### src/rtl/cnn_pkg.sv
// Shared definitions for the result reporting path.
// - ASCII constants for the bytes of the text report.
// - rr_state_t: FSM states of result_reporter.
// - rr_phase_t: which part of the message is being sent.
// - msg_len(): number of bytes in one report for a given configuration.
package cnn_pkg;

   localparam logic [7:0] ZERO    = 8'h30;
   localparam logic [7:0] SPACE   = 8'h20;
   localparam logic [7:0] CR      = 8'h0D;
   localparam logic [7:0] LF      = 8'h0A;
   localparam logic [7:0] QMARK   = 8'h3F;
   localparam logic [7:0] A_UPPER = 8'h41;

   typedef enum logic [2:0] {
      IDLE,
      LOAD,
      SEND,
      WAIT_ACCEPT,
      WAIT_IDLE,
      FINISH
   } rr_state_t;

   typedef enum logic [1:0] {
      PH_DIGIT,
      PH_LOGITS,
      PH_CR,
      PH_LF
   } rr_phase_t;

   // Digit, optionally one space plus DATA_WIDTH/4 hex digits per class, then CR LF.
   function automatic int msg_len(input int num_classes, input int data_width,
                                  input int send_logits);
      if (send_logits != 0)
         return 1 + num_classes * (1 + data_width / 4) + 2;
      else
         return 3;
   endfunction

endpackage

### src/rtl/nibble_to_ascii.sv
// Combinational 4-bit to uppercase ASCII hex digit converter.
// Ports:
//   nibble  in  4  value 0..15
//   ascii   out 8  '0'..'9' or 'A'..'F'
module nibble_to_ascii
   import cnn_pkg::*;
(
   input  logic [3:0] nibble,
   output logic [7:0] ascii
);

   always_comb begin
      if (nibble < 4'd10)
         ascii = ZERO + {4'b0000, nibble};
      else
         ascii = A_UPPER + {4'b0000, nibble} - 8'd10;
   end

endmodule

### src/rtl/result_reporter.sv
// Turns a prediction (index + logits) into a framed text line for uart_tx:
//   "<digit>[ <hex logit>]xNUM_CLASSES\r\n", one byte per tx_dv/tx_busy handshake.
// Ports:
//   clk, reset        clock, synchronous active-high reset
//   start, idx, logits  capture request and the data to report
//   tx_dv, tx_byte    byte strobe and byte to uart_tx
//   tx_busy           uart_tx busy flag
//   busy              report in progress
//   done              one-cycle pulse after the LF has left the transmitter
//   dropped           one-cycle pulse when a start is ignored
module result_reporter
   import cnn_pkg::*;
#(
   parameter int DATA_WIDTH     = 16,
   parameter int NUM_CLASSES    = 10,
   parameter int IDXW           = 4,
   parameter int SEND_LOGITS    = 1,
   parameter int ACCEPT_TIMEOUT = 4
) (
   input  logic                              clk,
   input  logic                              reset,
   input  logic                              start,
   input  logic [IDXW-1:0]                   idx,
   input  logic [NUM_CLASSES*DATA_WIDTH-1:0] logits,
   output logic                              tx_dv,
   output logic [7:0]                        tx_byte,
   input  logic                              tx_busy,
   output logic                              busy,
   output logic                              done,
   output logic                              dropped
);

   localparam int HEXD = DATA_WIDTH / 4;
   localparam int KW   = (NUM_CLASSES > 1) ? $clog2(NUM_CLASSES) : 1;
   localparam int PW   = $clog2(HEXD + 1);
   localparam int TW   = (ACCEPT_TIMEOUT > 1) ? $clog2(ACCEPT_TIMEOUT) : 1;
   localparam logic [KW-1:0] K_LAST = KW'(NUM_CLASSES - 1);
   localparam logic [PW-1:0] P_LAST = PW'(HEXD);
   localparam logic [TW-1:0] T_LAST = TW'(ACCEPT_TIMEOUT - 1);

   rr_state_t                         state_reg, state_next;
   rr_phase_t                         phase_reg;
   logic [KW-1:0]                     k_reg;
   logic [PW-1:0]                     p_reg;
   logic [TW-1:0]                     to_reg;
   logic [IDXW-1:0]                   idx_reg;
   logic [NUM_CLASSES*DATA_WIDTH-1:0] logits_reg;
   logic [7:0]                        tx_byte_reg;

   logic [DATA_WIDTH-1:0] logit_arr [NUM_CLASSES];
   logic [DATA_WIDTH-1:0] cur_logit;
   logic [PW-1:0]         nib_pos;
   logic [3:0]            cur_nibble;
   logic [7:0]            nib_ascii;
   logic [7:0]            byte_sel;

   genvar gi;
   generate
      for (gi = 0; gi < NUM_CLASSES; gi++) begin : g_split
         assign logit_arr[gi] = logits_reg[gi*DATA_WIDTH +: DATA_WIDTH];
      end
   endgenerate

   // p=1 selects the most significant nibble, p=HEXD the least significant.
   assign cur_logit  = logit_arr[k_reg];
   assign nib_pos    = P_LAST - p_reg;
   assign cur_nibble = 4'(cur_logit >> {nib_pos, 2'b00});

   nibble_to_ascii u_nib (
      .nibble (cur_nibble),
      .ascii  (nib_ascii)
   );

   always_comb begin
      byte_sel = 8'h00;
      case (phase_reg)
         PH_DIGIT:  byte_sel = (32'(idx_reg) < 32'(NUM_CLASSES)) ? ZERO + 8'(idx_reg) : QMARK;
         PH_LOGITS: byte_sel = (p_reg == '0) ? SPACE : nib_ascii;
         PH_CR:     byte_sel = CR;
         PH_LF:     byte_sel = LF;
         default:   byte_sel = 8'h00;
      endcase
   end

   always_ff @(posedge clk) begin
      if (reset)
         state_reg <= IDLE;
      else
         state_reg <= state_next;
   end

   always_comb begin
      state_next = state_reg;
      tx_dv      = 1'b0;
      done       = 1'b0;
      busy       = (state_reg != IDLE) && (state_reg != FINISH);
      dropped    = start && (state_reg != IDLE);
      case (state_reg)
         IDLE:        if (start) state_next = LOAD;
         LOAD:        state_next = SEND;
         SEND: begin
            if (!tx_busy) begin
               tx_dv      = 1'b1;
               state_next = WAIT_ACCEPT;
            end
         end
         // A transmitter that never raises busy must not stall the report forever.
         WAIT_ACCEPT: if (tx_busy || to_reg == T_LAST) state_next = WAIT_IDLE;
         WAIT_IDLE:   if (!tx_busy) state_next = (phase_reg == PH_LF) ? FINISH : LOAD;
         FINISH: begin
            done       = 1'b1;
            state_next = IDLE;
         end
         default:     state_next = IDLE;
      endcase
   end

   always_ff @(posedge clk) begin
      if (reset) begin
         phase_reg   <= PH_DIGIT;
         k_reg       <= '0;
         p_reg       <= '0;
         to_reg      <= '0;
         idx_reg     <= '0;
         logits_reg  <= '0;
         tx_byte_reg <= 8'h00;
      end else begin
         case (state_reg)
            IDLE: begin
               if (start) begin
                  idx_reg    <= idx;
                  logits_reg <= logits;
                  phase_reg  <= PH_DIGIT;
                  k_reg      <= '0;
                  p_reg      <= '0;
               end
            end
            LOAD: begin
               tx_byte_reg <= byte_sel;
               to_reg      <= '0;
            end
            WAIT_ACCEPT: if (!tx_busy) to_reg <= to_reg + 1'b1;
            WAIT_IDLE: begin
               if (!tx_busy) begin
                  case (phase_reg)
                     PH_DIGIT: begin
                        phase_reg <= (SEND_LOGITS != 0) ? PH_LOGITS : PH_CR;
                        k_reg     <= '0;
                        p_reg     <= '0;
                     end
                     PH_LOGITS: begin
                        if (p_reg == P_LAST) begin
                           p_reg <= '0;
                           if (k_reg == K_LAST) begin
                              k_reg     <= '0;
                              phase_reg <= PH_CR;
                           end else begin
                              k_reg <= k_reg + 1'b1;
                           end
                        end else begin
                           p_reg <= p_reg + 1'b1;
                        end
                     end
                     PH_CR:   phase_reg <= PH_LF;
                     default: phase_reg <= PH_DIGIT;
                  endcase
               end
            end
            default: ;
         endcase
      end
   end

   assign tx_byte = tx_byte_reg;

endmodule

### config.mk
export PLATFORM = sky130hd
export DESIGN_NAME = result_reporter
export DESIGN_NICKNAME = d
export VERILOG_FILES = /design/src/rtl/cnn_pkg.sv /design/src/rtl/nibble_to_ascii.sv /design/src/rtl/result_reporter.sv
export SDC_FILE = /design/constraint.sdc
export NUM_CORES = 1
export LEC_CHECK = 0
export ABC_AREA = 1
export CAP_MARGIN = 20
export CORE_MARGIN = 1.5
export CORE_UTILIZATION = 52
export CTS_CLUSTER_SIZE = 24
export DETAILED_ROUTE_END_ITERATION = 7
export PLACE_DENSITY = 0.81
export RECOVER_POWER = 25
export SYNTH_ARGS = -nofsm -noshare
export SYNTH_HDL_FRONTEND = slang
export SYNTH_SLANG_ARGS = --single-unit
### constraint.sdc
create_clock -name clk -period 2.35 [get_ports clk]
set_input_delay 0.47 -clock clk [delete_from_list [all_inputs] [get_ports clk]]
set_output_delay 0.47 -clock clk [all_outputs]
set_load 0.02 [all_outputs]
==> qor.csv <==
stage,metric,value,unit
critical_path,CP Class,reg -> reg,
critical_path,r2r endpoint,tx_byte[0]$_SDFFE_PP0P_,
grt,"Remaining Overflow, GRT",0,
logic_synthesis,cell taking the most area after synthesis,dfxtp_1,
timing,setup violators final,0,
finish,"most common cell after layout, fill and taps aside",nand2_1,
logic_synthesis,net count after synthesis,1422,
critical_path,r2r worst-path depth,17,
timing,Worst-Margin Slew,692,ps
routing,antenna violation net count after detailed routing,0,
die,die height,132,um
power_and_ir_drop,pwr dens,1160,nW/um^2
timing,worst slew margin relative to its limit,53.9,%
timing,"Slew Viols, Final",0,
place,input/output buffers,178,
power_and_ir_drop,switching share of total power,40.9,%
finish,area grow syn2layout,32.0,%
power_and_ir_drop,Clock power frac,20.7,%
place,HPWL Detailed,17.8,mm
hold_path,Hold Crit Endpoint,logits_reg[115]$_SDFFE_PP0P_,
grt,GRT Util Overall,28.2,%
grt,M3 GR Usage,4.88,%
finish,share of layout cells above drive strength 1,7.64,%
routing,total wire length,25.9,mm
clock_tree,Clock Pin Slew Worst Setup and Hold Paths,70,ps
power_and_ir_drop,net load switching power,5.45,mW
hold_path,Hold/Removal Path Class,reg -> reg,
power_and_ir_drop,Comb power frac,46.5,%
logic_synthesis,post-synthesis sequential area ratio,42.6,%
finish,Layout fillers,1354,
clock_tree,CTS root buf,clkbuf_16,
timing,final hold vios,0,
logic_synthesis,Yosys warning count,0,
grt,vias in the first global route,7927,
hold_path,hold path start,logits_reg[115]$_SDFFE_PP0P_,
clock_tree,CTS tree,built,
timing,RSZ-0062 raised after global routing,yes,
place,pre-CTS setup slack,-39.1,ps
die,Die Span X,132,um
power_and_ir_drop,sequential power share,32.8,%
clock_tree,CTS Buf Count,17,
power_and_ir_drop,Power Total,13.3,mW
timing,setup TNS,0,ps
logic_synthesis,Cells after Synth,1242,
finish,max FFs per register,160,
hold_path,hold path depth,2,
clock_tree,Bufs on Longest Clock Path,2,
grt,GRT Max-Usage Layer,met2,
place,DP Cell Count,1580,
timing,Worst Skew,8.33,ps
routing,drt wl/cell,16.0,um
timing,Final min period,2340,ps
run,max_cap viols,0,
routing,Residual DRC,0,
finish,"commonest cells after routing, fill and taps aside","nand2_1, a21oi_1, dfxtp_1, clkdlybuf4s50_1, inv_1",
grt,largest net degree at the start of global routing,135,
finish,NumNets Final,1568,
logic_synthesis,"top cells by area, synth","dfxtp_1, a21oi_1, nand2_1",
grt,met2 global-route usage,43.3,%
clock_tree,CTS H-tree depth,4,
die,die area,17500,um^2
clock_tree,later-pin clock latency in the skew report,440,ps
die,total core area,16500,um^2
place,GP Congestion,0.946,
clock_tree,Clock Sinks,185,
timing,period utilization,99.4,%
logic_synthesis,Post-Synthesis Cell Area,8690,um^2
grt,met1 usage,40.0,%
critical_path,flop2flop setup slack,10,ps
power_and_ir_drop,Pint,7.87,mW
power_and_ir_drop,LEAKAGE,4.56,nW
critical_path,crit path DAT,2630,ps
logic_synthesis,synth unique cells,33,
grt,global-route wire length before repair,39.1,mm
routing,number of vias per cell,5.49,
logic_synthesis,Synth top area share,42.6,%
finish,Register Area,3710,um^2
logic_synthesis,Synth Register Bits,185,
run_status,status,"complete, no violations",
logic_synthesis,Synth Area per Inst,7.00,um^2
timing,Max Freq,428,MHz
grt,initial antenna violation count,1,
timing,setup ws final,13.5,ps
critical_path,CP startpoint kind,flip-flop,
routing,DR iter-0 viols,1044,
finish,area occupied by multi-input gates,4030,um^2
routing,detailed-route via count,8906,
power_and_ir_drop,Peak VDD IR,0.000827,V
critical_path,critical path required time,2650,ps
routing,router iterations before antenna repair,6,
finish,"Cell Count, Final, Fillers Out",1621,
critical_path,reg2reg start,k_reg[0]$_SDFFE_PP0P_,
critical_path,crit path capture type,flip-flop,
die,Core Rows,47,
die,# IOs,180,
critical_path,critical-path maximum fanout,16,
die,Initial Util,52.8,%
==> critical path, cell delays in order (launching register included) <==
cell,delay (ps)
dfxtp_4,400
buf_6,150
buf_4,140
clkbuf_16,170
o211ai_1,220
nand3_1,150
nand3_2,100
nand2_1,70
nand2_1,90
nand2_2,80
nand3_4,150
nand2_2,70
nand2_2,70
nand2_1,60
nand3_1,70
nand2_1,70
nand2_1,70
a21oi_1,60
==> cell families after synthesis <==
kind of cell	Yosys count	share of synthesized area, %
simple gates	413	20.4
compound gates	381	23.1
buf+inv	250	12.1
flops	185	42.6
fa+ha+maj	12	1.73
other cells	1	0.0432
==> per-layer routing <==
layer  vias up  wire length [um]
met5         -                 0
met4         0               595
met3        41              2250
met2       436             11800
met1      4038             11300
li1       4391                 -
==> how the worst max path moves through the flow <==
stage          cells after the start             startpoint                     endpoint  slack (ps)
4_1_cts                           15  k_reg[1]$_SDFFE_PP0P_      tx_byte[2]$_SDFFE_PP0P_           7
6_report                          17  k_reg[0]$_SDFFE_PP0P_      tx_byte[0]$_SDFFE_PP0P_          10
2_1_floorplan                     21  k_reg[0]$_SDFFE_PP0P_      tx_byte[2]$_SDFFE_PP0P_         260
3_5_place_dp                       6                  start  logits_reg[31]$_SDFFE_PP0P_         -40
3_3_place_gp                       4                  start                      dropped         -20
5_1_grt                           18  k_reg[0]$_SDFFE_PP0P_      tx_byte[2]$_SDFFE_PP0P_        -120
==> layout make-up <==
type | instances | share of cell area [%]
clock inverter | 11 | 0.851
clock buffer | 20 | 4.07
multi-input combinational | 807 | 35.1
tap | 220 | 2.40
timing repair buffer | 221 | 20.0
antenna | 1 | 0.0218
sequential | 185 | 32.3
inverter | 156 | 5.19
==> cells in the mapped netlist (all sizes together) <==
cell type  count
clkbuf        62
a21oi        199
nand4          3
nand2        204
a221oi         1
a31oi          5
inv          154
o22ai          1
dfxtp        185
conb           1
a311oi         1
nor2          54
o211ai        14
nand3b         2
o21ai        145
nor3           6
clkinv         2
buf           32
ha            12
a211oi        13
o31ai          1
nand3        144
o32ai          1
==> power by group through the flow <==
stage	clock network (mW)	logic [mW]	registers [mW]
CTS	2.78	5.68	4.35
global route	2.92	6.81	4.44
detailed placement	0	5.63	4.41
floorplan	0	3.96	4.32
finish	2.76	6.20	4.37
global placement	0	5.52	4.38
==> what timing repair did <==
item	CTS	global route
setup endpoints to repair	2	9
gates cloned	0	4
buffers inserted	0	5
hold buffers	0	0
pin swaps	0	8
gates resized for setup	2	35
==> per-stage QoR <==
step                      instance area (um^2)  hold slack, ps  util, %
after detailed placement                 10700             442     64.9
after CTS                                11300             433     68.4
final                                    11500             453     69.7
after floorplan                           8690             429        -
after global routing                     11500             472     69.7
after global placement                   10700             436     64.9
No activity file was read; power rests on OpenSTA's default activity.
